## config.mk

```make
export PLATFORM = sky130hd
export DESIGN_NAME = lime_io_port
export DESIGN_NICKNAME = d
export VERILOG_FILES = /design/src/rtl/lime_io_port.sv
export SDC_FILE = /design/constraint.sdc
export NUM_CORES = 1
export LEC_CHECK = 0
export CAP_MARGIN = 20
export CORE_MARGIN = 4
export CORE_UTILIZATION = 48
export DETAILED_ROUTE_END_ITERATION = 10
export PLACE_DENSITY = 0.76
export SLEW_MARGIN = 25
export SYNTH_ARGS = -nofsm -noshare
export SYNTH_HDL_FRONTEND = slang
export SYNTH_SLANG_ARGS = --single-unit
```

## constraint.sdc

```tcl
create_clock -name CLK -period 2.5 [get_ports CLK]
set_input_delay 0.75 -clock CLK [delete_from_list [all_inputs] [get_ports CLK]]
set_output_delay 0.75 -clock CLK [all_outputs]
set_load 0.05 [all_outputs]
```

## src/rtl/lime_io_port.sv

```systemverilog
// Host-side I/O port: captures processor output changes into a show-ahead FIFO for the host,
// and holds host words on the processor input for a minimum number of cycles.
module lime_io_port #(
  parameter int DEPTH       = 4,
  parameter int HOLD_CYCLES = 4
) (
  input  logic                   CLK,
  input  logic                   Reset,
  input  logic [15:0]            proc_output,
  output logic [15:0]            proc_input,
  input  logic                   host_in_valid,
  output logic                   host_in_ready,
  input  logic [15:0]            host_in_data,
  output logic                   host_out_valid,
  input  logic                   host_out_ready,
  output logic [15:0]            host_out_data,
  output logic [$clog2(DEPTH):0] fifo_count,
  output logic                   overflow,
  input  logic                   clr_overflow
);

  localparam int AW = $clog2(DEPTH);
  localparam int CW = $clog2(HOLD_CYCLES + 1);
  localparam logic [AW:0]   FULL     = (AW + 1)'(DEPTH);
  localparam logic [AW-1:0] PTR_ONE  = AW'(1);
  localparam logic [AW:0]   CNT_ONE  = (AW + 1)'(1);
  localparam logic [CW-1:0] HOLD_MAX = CW'(HOLD_CYCLES - 1);
  localparam logic [CW-1:0] HOLD_ONE = CW'(1);

  typedef enum logic {IDLE, HOLD} in_state_t;

  logic [DEPTH-1:0][15:0] mem;
  logic [AW-1:0]          wr_ptr, rd_ptr;
  logic [15:0]            last_seen;
  logic                   push_req, push, pop;
  in_state_t              in_state;
  logic [CW-1:0]          hold_cnt;

  // Only edges of the processor output are captured; a full FIFO still accepts when it drains this cycle.
  assign push_req = (proc_output != last_seen);
  assign pop      = host_out_valid && host_out_ready;
  assign push     = push_req && ((fifo_count < FULL) || pop);

  assign host_out_valid = (fifo_count != '0);
  assign host_out_data  = host_out_valid ? mem[rd_ptr] : 16'h0000;
  assign host_in_ready  = (in_state == IDLE);

  always_ff @(posedge CLK or negedge Reset) begin
    if (!Reset) begin
      mem        <= '0;
      wr_ptr     <= '0;
      rd_ptr     <= '0;
      fifo_count <= '0;
      last_seen  <= 16'h0000;
      overflow   <= 1'b0;
    end else begin
      if (push_req) last_seen <= proc_output;
      if (push) begin
        mem[wr_ptr] <= proc_output;
        wr_ptr      <= wr_ptr + PTR_ONE;
      end
      if (pop) rd_ptr <= rd_ptr + PTR_ONE;
      if (push && !pop)      fifo_count <= fifo_count + CNT_ONE;
      else if (pop && !push) fifo_count <= fifo_count - CNT_ONE;
      // A drop in the same cycle as a clear must stay visible.
      if (push_req && !push) overflow <= 1'b1;
      else if (clr_overflow) overflow <= 1'b0;
    end
  end

  always_ff @(posedge CLK or negedge Reset) begin
    if (!Reset) begin
      in_state   <= IDLE;
      hold_cnt   <= '0;
      proc_input <= 16'h0000;
    end else begin
      case (in_state)
        IDLE: if (host_in_valid) begin
          proc_input <= host_in_data;
          hold_cnt   <= HOLD_MAX;
          in_state   <= HOLD;
        end
        HOLD: begin
          if (hold_cnt == '0) in_state <= IDLE;
          else                hold_cnt <= hold_cnt - HOLD_ONE;
        end
        default: in_state <= IDLE;
      endcase
    end
  end

endmodule

```

==> summary.txt, run 1 <==
Outcome
  • Status: complete, but fails checks
  • Failing checks: setup timing

Logic synthesis
  • Post-synth top area share: 56.86%
  • Async S/R FF share, synth: 100.0%
  • Register area share after synthesis: 56.86%
  • Syn nets: 365
  • Yosys cell types: 29
  • Post-Syn Area: 4753 µm²
  • Yosys reg bits: 108
  • Dominant cells by area after synthesis: dfrtp_1, mux2_2, mux4_2
  • Syn avg cell area: 14.85 µm²
  • Ys Warns: 0
  • Area leader, netlist: dfrtp_1
  • Ys flop type: dfrtp_1
  • Cell count after synthesis: 320
  • Post-synth EDFFs: 0

GRT
  • Total GRT Usage: 17.82%
  • Grt met1 use: 22.76%
  • Largest net degree at the start of global routing: 61
  • M2 GR Usage: 28.91%
  • GRT Residual Overflow: 0
  • Initial antenna violation count: 1
  • Global-route wire length before repair: 15,690 µm
  • Number of global-route vias before repair: 3,108
  • Met3 Usage GRT: 5.339%
  • GRT Max-Usage Layer: met2

STA
  • Max transition margin: 64.26%
  • RSZ-0062 raised after global routing: yes
  • Worst-Margin Slew: 0.5345 ns
  • Final setup margin: -0.08624 ns
  • Fin. max-slew vios: 0
  • Post-route minimum period: 2.586 ns
  • Final setup violation count: 17
  • Fmax: 0.3867 GHz
  • Worst Clk Skew: 0.007719 ns
  • Final hold vios: 0
  • Crit share post-route: 103.4%

Critical path
  • CP bufs+invs: 2
  • CP max stage cell: mux4_2
  • Crit-path cells: buf_12 > mux4_2 > and2_2 > buf_6
  • Worst Path Required: 1.75 ns
  • Worst path top cell family by delay: multiplexers
  • CP endpoint kind: output pin
  • Worst setup path class: register to output pin
  • CP arrival: 1.84 ns
  • Crit path largest cell delay: 0.50 ns
  • Worst Path Max Fanout: 9
  • Worst setup SP type: register

Layout
  • Final std cells w/o fill: 555
  • Filler Cell Count: 758
  • Cell area after layout: 6203 µm²
  • Commonest non-fill, non-tap cells in the layout: dfrtp_1, mux2_2, clkdlybuf4s50_1
  • Share of layout cells above drive strength 1: 48.46%
  • Area delta synth->final: 30.51%
  • Area of the multi-input gates: 1966 µm²
  • Commonest non-fill, non-tap cell in the layout: dfrtp_1
  • Nets: 462
  • Reg area: 2704 µm²

Clock network
  • CTS tree: built
  • Clk root buf: clkbuf_8
  • Clk Latency, worst-skew pair: 0.36 ns
  • Clock buffer depth: 2
  • CTS sink cnt: 108
  • CTS clock-pin slew for the worst setup and hold paths: 0.10 ns
  • # H-tree levels: 3
  • Post-CTS Hold Buffers: 0
  • Clock buffer count from CTS: 9

Routing
  • WL/cell: 17.39 µm
  • DRC Markers: 0
  • Routed wire length: 9650 µm
  • Drt initial violations: 65
  • DRT antenna net count: 0
  • TritonRoute pass-1 iters: 4
  • Via Count: 2,836
  • Vias per cell: 5.110

Placement
  • Area post-placement: 5881 µm²
  • Post-DP HPWL: 6838 µm
  • Final GP Congestion: 0.7525
  • Dpl cells: 537
  • Input/output buffers: 74

Die
  • Height of the die: 107.5 µm
  • Die Wd: 107.5 µm
  • DIE AREA: 11,560 µm²
  • Site Rows: 36
  • Core Footprint: 9729 µm²
  • # IOs: 75
  • Initial Utilization: 48.86%

Hold path
  • Type of the worst min-delay path: input port to asynchronous set/reset pin

Job
  • Max-Cap Viols: 0
-- stage by stage --
stage	TNS, ns	hold WS (ns)	worst slack, ns	util, %
floorplan	-0.4588	0.4544	-0.1027	-
global placement	-23.70	0.4844	-0.6082	60.44
detailed placement	-25.93	0.4902	-0.6332	60.44
CTS	-1.430	0.3681	-0.1164	63.26
global route	-2.096	0.3763	-0.1559	63.76
finish	-1.040	0.3667	-0.08624	63.76
-- area by class of cell --
class / count / share of cell area [%]
timing repair buffer: 114 / 18.37
tap: 133 / 2.683
antenna: 1 / 0.04034
inverter: 9 / 0.5446
clock buffer: 11 / 2.279
clock inverter: 4 / 0.8068
multi-input combinational: 175 / 31.69
sequential: 108 / 43.59
-- what timing repair did --
action                     CTS  global route
resized for setup           40            11
pin swaps                    7            10
setup buffers                0             1
setup endpoints to repair   37            19
cloned                       0             1
-- routing by layer --
metal	part of all wire (%)	vias to the layer above
met5	0	-
met4	1.6	0
met3	5.8	12
met2	49	63
met1	44	1460
li1	-	1301
-- synth_stat cells, types with 3 or more instances --
master    number
inv_1          9
nor2_2         4
mux4_2        16
clkbuf_1      20
ha_1           7
and2_1        16
dfrtp_1      108
mux2_2        82
xnor2_1       20
nand4_1        4
nand2_1        7
buf_2          3
buf_6          4
nor2_1         3
-- cells by family (layout without fill, tap and decap cells) --
family	Yosys count	count (layout)	synth area share, %
AOI/OAI and AO/OA	6	6	0.8426
xor gates and xnor gates	22	22	4.054
adders and majority gates	8	8	2.264
buffers and inverters	37	138	3.764
DFF	108	108	56.86
muxes	99	99	27.22
other	0	1	0
and+or+nand+nor	40	40	5.001
-- sequential cells by signal, summed over array words and instances (netlist names) --
signal,cells
last_seen,16
rd_ptr,2
hold_cnt,3
overflow,1
in_state,1
fifo_count,3
proc_input,16
wr_ptr,2
mem,64
-- path summary, 6_finish.rpt --
path | slack, ns | cells past startpoint | start | endpoint
worst max register to register | 0.20 | 8 | last_seen[9] | fifo_count[1]
max in group asynchronous | 1.84 | 2 | Reset | rd_ptr[0]
worst min register to register | 0.51 | 1 | mem[34] | mem[34]
min in group CLK | 0.51 | 1 | mem[34] | mem[34]
worst max-delay path | -0.09 | 4 | rd_ptr[0] | host_out_data[10]
worst min-delay path | 0.37 | 2 | Reset | mem[57]
Power of run 1 is left out: the tool's default activity adds up to more than one toggle a clock period on the data nets, which glitch-free logic cannot reach.
==> run 2: changes to the inputs <==
--- a/config.mk
+++ b/config.mk
@@ -9,7 +9,9 @@
 export CORE_MARGIN = 4
 export CORE_UTILIZATION = 48
 export DETAILED_ROUTE_END_ITERATION = 10
+export MAX_ROUTING_LAYER = met4
 export PLACE_DENSITY = 0.76
+export SETUP_SLACK_MARGIN = 0.15
 export SLEW_MARGIN = 25
 export SYNTH_ARGS = -nofsm -noshare
 export SYNTH_HDL_FRONTEND = slang
==> summary.txt, run 2 (same netlist as run 1, synthesis figures left out) <==
STA
  • RSZ-0062 raised after global routing: yes
  • Post-route minimum period: 2.643 ns
  • Worst-Margin Slew: 0.5321 ns
  • Final setup margin: -0.1428 ns
  • Fin. max-slew vios: 0
  • Crit share post-route: 105.7%
  • Max transition margin: 64.47%
  • Fmax: 0.3784 GHz
  • Worst Clk Skew: 0.01263 ns
  • Final hold vios: 0
  • Final setup violation count: 16

Routing
  • Vias per cell: 5.091
  • DRT antenna net count: 0
  • Drt initial violations: 93
  • Routed wire length: 10,230 µm
  • TritonRoute pass-1 iters: 4
  • Via Count: 2,866
  • DRC Markers: 0
  • WL/cell: 18.17 µm

Die
  • # IOs: 75
  • Core Footprint: 9729 µm²
  • Initial Utilization: 48.86%
  • Die Wd: 107.5 µm
  • DIE AREA: 11,560 µm²
  • Height of the die: 107.5 µm
  • Site Rows: 36

Layout
  • Share of layout cells above drive strength 1: 54.42%
  • Max reg flops: 64
  • Biggest regs: mem (64), last_seen (16), proc_input (16)
  • Area delta synth->final: 35.83%
  • Nets: 470
  • Cell area after layout: 6456 µm²
  • Number of antenna diodes: 0
  • Commonest non-fill, non-tap cell in the layout: dfrtp_1
  • Commonest non-fill, non-tap cells in the layout: dfrtp_1, mux2_2, buf_4
  • Biggest register: mem

Clock network
  • Clock buffer depth: 2
  • Clk root buf: clkbuf_8
  • CTS tree: built
  • Post-CTS Hold Buffers: 0
  • CTS clock-pin slew for the worst setup and hold paths: 0.11 ns
  • Clock buffer count from CTS: 9
  • # H-tree levels: 3
  • CTS sink cnt: 108
  • Clk Latency, worst-skew pair: 0.36 ns

Outcome
  • Status: complete, but fails checks
  • Failing checks: setup timing

GRT
  • GRT Residual Overflow: 0
  • Global-route wire length before repair: 16,640 µm
  • Initial antenna violation count: 0
  • Total GRT Usage: 19.68%
  • Number of global-route vias before repair: 3,271
  • Largest net degree at the start of global routing: 61

Critical path
  • Worst setup SP type: register
  • CP endpoint kind: output pin
  • Worst Path Max Fanout: 5
  • CP arrival: 1.89 ns
  • Worst Path Required: 1.75 ns
  • Worst setup path class: register to output pin

Placement
  • Area post-placement: 5881 µm²
  • Post-DP HPWL: 6797 µm
  • Final GP Congestion: 0.7643
  • Input/output buffers: 74

Job
  • Max-Cap Viols: 0

Hold path
  • Type of the worst min-delay path: input port to asynchronous set/reset pin
run 2: changes by cell type in the layout (fill, tap and decap cells not counted), moves of 8 or more:
cell / change
buf_8: +17
dlymetal6s2s_1: +8
clkdlybuf4s50_1: -14
buf_6: -11
dlygate4sd2_1: -8
run 2: through the flow:
stage	hold WS (ns)	cells	setup TNS (ns)	utilization (%)	setup slack, ns
after CTS	0.3749	561	-1.730	65.60	-0.1508
after detailed placement	0.4902	537	-26.28	60.44	-0.6408
after global placement	0.4844	537	-23.71	60.44	-0.6084
after floorplan	0.4544	320	-0.4588	-	-0.1027
final	0.3746	563	-1.430	66.36	-0.1428
after global routing	0.3657	563	-2.714	66.36	-0.2226
run 2: path summary, 6_finish.rpt:
path | startpoint | end | slack [ns] | depth (start not counted)
hold / removal | Reset | mem[5] | 0.37 | 2
max in group asynchronous | Reset | rd_ptr[0] | 1.83 | 2
setup / recovery | rd_ptr[0] | host_out_data[2] | -0.14 | 5
hold reg to reg | proc_input[6] | proc_input[6] | 0.51 | 1
min in group CLK | proc_input[6] | proc_input[6] | 0.51 | 1
setup reg to reg | last_seen[6] | fifo_count[1] | 0.19 | 8
run 2: critical path, cell delays in order, from the launching register on:
cell and delay (ns):
dfrtp_2 0.46, buf_12 0.15, buf_16 0.13, mux4_2 0.50, and2_4 0.16, buf_8 0.14
run 2: cell type report:
class,instances,area (µm²)
clock buffers,10,137.6
inverters,9,33.78
multi-input cells,175,2037
fillers,715,3273
repair buffers,122,1331
well taps,133,166.4
clock inverters,6,46.29
flip-flops and latches,108,2704
run 2: per-layer routing:
layer	vias to the layer above	wire [µm]	global-route usage [%]	share of wire (%)
li1	1309	-	-	-
met1	1474	4333	24.23	42
met2	72	5252	32.10	51
met3	11	484	5.579	4.7
met4	0	157	5.500	1.5
met5	-	0	-	0
run 2: timing repair:
item | CTS | global route
setup buffers | 5 | 2
cloned | 3 | 0
setup endpoints to repair | 88 | 31
pin swaps | 28 | 21
resized for setup | 84 | 58
Power of run 2 is left out for the same reason.
